[src/rtl/debounced_digit_counter.sv]
// rtl/debounced_digit_counter.sv - debounced push-button stepping a 4-bit digit up/down
// Optional hold-to-repeat stepping is compiled in when DIGIT_COUNTER_REPEAT_EN is defined.
module debounced_digit_counter #(
  parameter int DEBOUNCE_LIMIT = 10,
  parameter int MAX_COUNT      = 15,
  parameter int HOLD_LIMIT     = 1000,
  parameter int REPEAT_LIMIT   = 250
) (
  input  logic       i_Clk,
  input  logic       i_Rst_L,
  input  logic       i_Switch,
  input  logic       i_Dir,
  output logic [3:0] o_Binary_Num,
  output logic       o_EN,
  output logic       o_Step_Pulse
);

  // Elaboration-time range checks on the configuration.
  if (DEBOUNCE_LIMIT < 1 || DEBOUNCE_LIMIT > 65535) begin : g_bad_debounce
    $error("DEBOUNCE_LIMIT must be 1..65535");
  end
  if (MAX_COUNT < 1 || MAX_COUNT > 15) begin : g_bad_max
    $error("MAX_COUNT must be 1..15");
  end
  if (HOLD_LIMIT < 1 || REPEAT_LIMIT < 1) begin : g_bad_timing
    $error("HOLD_LIMIT and REPEAT_LIMIT must be at least 1");
  end

  localparam int              DB_W    = $clog2(DEBOUNCE_LIMIT + 1);
  localparam logic [DB_W-1:0] DB_LAST = DB_W'(DEBOUNCE_LIMIT - 1);
  localparam logic [3:0]      MAX_NUM = 4'(MAX_COUNT);

  typedef enum logic [1:0] {IDLE, HELD, REPEAT} state_t;

  logic            r_Sync1;
  logic            r_Sync2;
  logic            w_Sync;
  logic            r_State;
  logic [DB_W-1:0] r_Db_Cnt;
  state_t          r_Fsm;
  state_t          w_Fsm_Next;
  logic            w_Step;
  logic [3:0]      w_Next_Num;

  always_ff @(posedge i_Clk) begin
    if (!i_Rst_L) begin
      r_Sync1 <= 1'b0;
      r_Sync2 <= 1'b0;
    end else begin
      r_Sync1 <= i_Switch;
      r_Sync2 <= r_Sync1;
    end
  end

  assign w_Sync = r_Sync2;

  always_ff @(posedge i_Clk) begin
    if (!i_Rst_L) begin
      r_State  <= 1'b0;
      r_Db_Cnt <= '0;
    end else if (w_Sync != r_State) begin
      if (r_Db_Cnt == DB_LAST) begin
        r_State  <= ~r_State;
        r_Db_Cnt <= '0;
      end else begin
        r_Db_Cnt <= r_Db_Cnt + 1'b1;
      end
    end else begin
      r_Db_Cnt <= '0;
    end
  end

  always_ff @(posedge i_Clk) begin
    if (!i_Rst_L) begin
      r_Fsm <= IDLE;
    end else begin
      r_Fsm <= w_Fsm_Next;
    end
  end

`ifdef DIGIT_COUNTER_REPEAT_EN
  localparam int               TMR_MAX     = (HOLD_LIMIT > REPEAT_LIMIT) ? HOLD_LIMIT : REPEAT_LIMIT;
  localparam int               TMR_W       = $clog2(TMR_MAX + 1);
  localparam logic [TMR_W-1:0] HOLD_LAST   = TMR_W'(HOLD_LIMIT - 1);
  localparam logic [TMR_W-1:0] REPEAT_LAST = TMR_W'(REPEAT_LIMIT - 1);

  logic [TMR_W-1:0] r_Timer;
  logic             w_Timer_Clr;

  // Release is tested before timer expiry so a release never produces a step.
  always_comb begin
    w_Fsm_Next  = r_Fsm;
    w_Step      = 1'b0;
    w_Timer_Clr = 1'b0;
    case (r_Fsm)
      IDLE: begin
        if (r_State) begin
          w_Step      = 1'b1;
          w_Timer_Clr = 1'b1;
          w_Fsm_Next  = HELD;
        end
      end
      HELD: begin
        if (!r_State) begin
          w_Fsm_Next = IDLE;
        end else if (r_Timer == HOLD_LAST) begin
          w_Step      = 1'b1;
          w_Timer_Clr = 1'b1;
          w_Fsm_Next  = REPEAT;
        end
      end
      REPEAT: begin
        if (!r_State) begin
          w_Fsm_Next = IDLE;
        end else if (r_Timer == REPEAT_LAST) begin
          w_Step      = 1'b1;
          w_Timer_Clr = 1'b1;
        end
      end
      default: w_Fsm_Next = IDLE;
    endcase
  end

  always_ff @(posedge i_Clk) begin
    if (!i_Rst_L) begin
      r_Timer <= '0;
    end else if (w_Timer_Clr || r_Fsm == IDLE) begin
      r_Timer <= '0;
    end else begin
      r_Timer <= r_Timer + 1'b1;
    end
  end
`else
  always_comb begin
    w_Fsm_Next = r_Fsm;
    w_Step     = 1'b0;
    case (r_Fsm)
      IDLE: begin
        if (r_State) begin
          w_Step     = 1'b1;
          w_Fsm_Next = HELD;
        end
      end
      HELD: begin
        if (!r_State) begin
          w_Fsm_Next = IDLE;
        end
      end
      default: w_Fsm_Next = IDLE;
    endcase
  end
`endif

  // Out-of-range digits fold back to 0 on an up step.
  always_comb begin
    w_Next_Num = o_Binary_Num;
    if (i_Dir) begin
      w_Next_Num = (o_Binary_Num == 4'd0) ? MAX_NUM : o_Binary_Num - 4'd1;
    end else begin
      w_Next_Num = (o_Binary_Num >= MAX_NUM) ? 4'd0 : o_Binary_Num + 4'd1;
    end
  end

  always_ff @(posedge i_Clk) begin
    if (!i_Rst_L) begin
      o_Binary_Num <= 4'd0;
      o_EN         <= 1'b0;
      o_Step_Pulse <= 1'b0;
    end else begin
      o_EN         <= 1'b1;
      o_Step_Pulse <= w_Step;
      if (w_Step) begin
        o_Binary_Num <= w_Next_Num;
      end
    end
  end

endmodule

[config.mk]
export PLATFORM = sky130hd
export DESIGN_NAME = debounced_digit_counter
export DESIGN_NICKNAME = d
export VERILOG_FILES = /design/src/rtl/debounced_digit_counter.sv
export SDC_FILE = /design/constraint.sdc
export NUM_CORES = 1
export LEC_CHECK = 0
export CORE_AREA = 10 10 47 49
export CTS_BUF_LIST = sky130_fd_sc_hd__clkbuf_4 sky130_fd_sc_hd__clkbuf_8
export CTS_CLUSTER_SIZE = 28
export DETAILED_ROUTE_END_ITERATION = 8
export DIE_AREA = 0 0 57 59
export GPL_TIMING_DRIVEN = 0
export PLACE_DENSITY = 0.7
export SYNTH_ARGS = -nofsm -noshare
export SYNTH_HDL_FRONTEND = slang
export SYNTH_SLANG_ARGS = --single-unit
export TNS_END_PERCENT = 1
[constraint.sdc]
create_clock -name i_Clk -period 1.79 [get_ports i_Clk]
set_clock_uncertainty 0.1 [all_clocks]
set_input_delay 0.179 -clock i_Clk [delete_from_list [all_inputs] [get_ports i_Clk]]
set_output_delay 0.179 -clock i_Clk [all_outputs]
set_load 0.02 [all_outputs]
==> results.txt, run 1 <==
Status: finished clean
Yosys warns: 0
Vias in the first global route: 440
Largest net degree at the start of global routing: 10
Post-CTS Hold Fix Bufs: 0
Worst Path Required: 1.51 ns
# H-tree levels: 1
Switching part of the total: 0.210
Tmin final: 1.68 ns
Top cell type's share of synthesized area: 0.458
Worst vdd ir: 0.401 mV
Final period util: 0.937
Final #Nets: 87
Crit. Startpoint: o_Binary_Num[2]
Final setup viols: 0
Post-Syn Instances: 64
Share of cells above drive strength 1: 0.0526
Area Growth Syn to Fin: 22.1%
Pre-CTS WS: 0.247 ns
Worst-path fanout max: 8
Register area: 280 um2
Slowest cell on the critical path: clkdlybuf4s50_1
Critical R2R Launch: o_Binary_Num[0]
Clock Latency Late Sink: 0.26 ns
Final hold slack: 0.336 ns
Synth Cell Area: 612 um2
Vias: 438
CTS tree: yes
Max cap viols: 0
Fillcell total: 144
Gr ovfl total: 0
Hold Path Origin: r_Sync1
Psw: 0.114 mW
Synthesized Nets: 73
First-iteration detailed-routing DRC count: 15
Vias per inst: 4.76
Post-DP HPWL: 748 um
Die Area: 3360 um2
Crit path buf inv count: 1
Max-slew headroom: 0.815
Max Slew Vio Count: 0
PortBufs: 9
#FFs+latches synth: 14
Syn_area_per_cell: 9.56 um2
Detail Route Antenna Nets: 0
P per Cell Area: 723 nW/um2
Post-CTS Setup Bufs: 0
Slew @ Worst Pin: 0.277 ns
Top-Level Pins: 10
Fmax: 596 MHz
CTS root buf: clkbuf_4
Power Internal: 0.426 mW
Row count: 14
Setup_tns: 0 ns
Setup crit end kind: output port
Number of unique standard cell types used by synthesis: 19
Initial Utilization: 0.437
Ys async rst share: 0
Seq pwr share: 0.614
Combinational Power Share: 0.084
Most frequent cells after synthesis: 14 x dfxtp_1, 11 x nor2_1, 5 x ha_1, 5 x inv_1
Most used DFF post-synth: dfxtp_1
# clock sinks: 14
Initial antenna violation count: 0
Drt pass-1 iters: 2
Critical path's top delay family: buffers and inverters
Area of the multi-input gates: 313 um2
Final hold violation count: 0
Critical path, cell by cell: clkdlybuf4s50_1
Synth area leader: dfxtp_1
Data arrival, critical path: 1.40 ns
Num CTS Buffers: 3
Top-count cell post-synth: dfxtp_1
CTS resizes: 0
CP max stage delay: 0.67 ns
Global-route usage over all layers: 0.0658
Hold Path Class: flip-flop to flip-flop
Ant diodes: 0
RSZ-0062 raised after global routing: no
Core area: 1400 um2
Clock share of power: 0.302
DR DRC count: 0
Die H: 59 um
EDFF count, synth: 0
First-pass GRT wire length: 1.84 mm
Setup ws final: 0.112 ns
Clock transition at path regs: 0.08 ns
Routed WL: 973 um
Die Width: 57 um
Seq/Total Area, Yosys: 0.458
Startpoint Class: flip-flop
CTS max path bufs: 2
GP Congestion: 0.732
Leakage: 0.311 nW
Synth area leaders: dfxtp_1 46%, ha_1 10%, nor2_1 6.7%
DR WL/cell: 10.6 um
CP Class: flip-flop to output port
[routing by layer]
layer	vias to the layer above	GRT usage	share of wire
met5	-	0	0
met2	7	0.104	0.45
li1	242	-	-
met1	187	0.0717	0.46
met4	0	0.0503	0.025
met3	2	0.0215	0.066
[flip-flops by register name (all words and copies together), names as in the netlist]
signal / cells
o_EN: 1
r_State: 1
o_Step_Pulse: 1
r_Sync2: 1
o_Binary_Num: 4
r_Db_Cnt: 4
r_Fsm: 1
r_Sync1: 1
[final timing paths]
| path | end | slack (ns) | cells after the start |
|---|---|---|---|
| worst max-delay path | o_Binary_Num[2] | 0.11 | 1 |
| worst min-delay path | r_Sync2 | 0.34 | 1 |
| worst max register to register | o_Binary_Num[2] | 0.23 | 6 |
| worst min register to register | r_Sync2 | 0.34 | 1 |
[cell type report]
| class | count | share of cell area |
|---|---|---|
| multi-input cells | 45 | 0.419 |
| repair buffers | 9 | 0.124 |
| flip-flops and latches | 14 | 0.375 |
| clock buffers | 3 | 0.0302 |
| inverters | 5 | 0.0251 |
| well taps | 16 | 0.0268 |
[power groups by stage]
stage	Clock (mW)	Combinational (mW)	Sequential, mW
finish	0.163	0.0455	0.331
global route	0.187	0.0530	0.332
global placement	0	0.0452	0.339
detailed placement	0	0.0457	0.339
CTS	0.174	0.0465	0.331
floorplan	0	0.0294	0.340
[cells in the final DEF, fill, tap and decap left out, types with 3 or more instances in the layout]
master           instances
and2_1                   4
nor2_1                  11
dfxtp_1                 14
xor2_1                   4
nand3b_1                 3
clkbuf_4                 3
ha_1                     5
clkdlybuf4s50_1          8
inv_1                    5
[logic make-up (layout without fill, tap and decap cells)]
family | after synthesis | in the layout | synth area share
AO/OA/AOI/OAI | 12 | 12 | 0.135
adder cells (fa/ha/maj) | 5 | 5 | 0.102
AND/OR/NAND/NOR | 21 | 21 | 0.172
multiplexers | 1 | 1 | 0.0164
buffers and inverters | 5 | 17 | 0.0307
flip-flops | 14 | 14 | 0.458
XOR/XNOR | 6 | 6 | 0.0859
[metrics by stage]
step           cell area, um2  cells   util  total power [mW]
5_1_grt                   747     92  0.533             0.572
3_3_place_gp              722     89  0.515             0.384
3_5_place_dp              722     89  0.515             0.385
2_1_floorplan             612     64      -             0.369
4_1_cts                   744     92  0.531             0.552
6_report                  747     92  0.533             0.540
Power figures use the tool's default switching activity.
==> inputs of run 2 (changes only) <==
Settings changed: SKIP_LAST_GASP from default to 1.
==> results of run 2 <==
The final DEF is identical to that of run 1; final timing and power are the same.
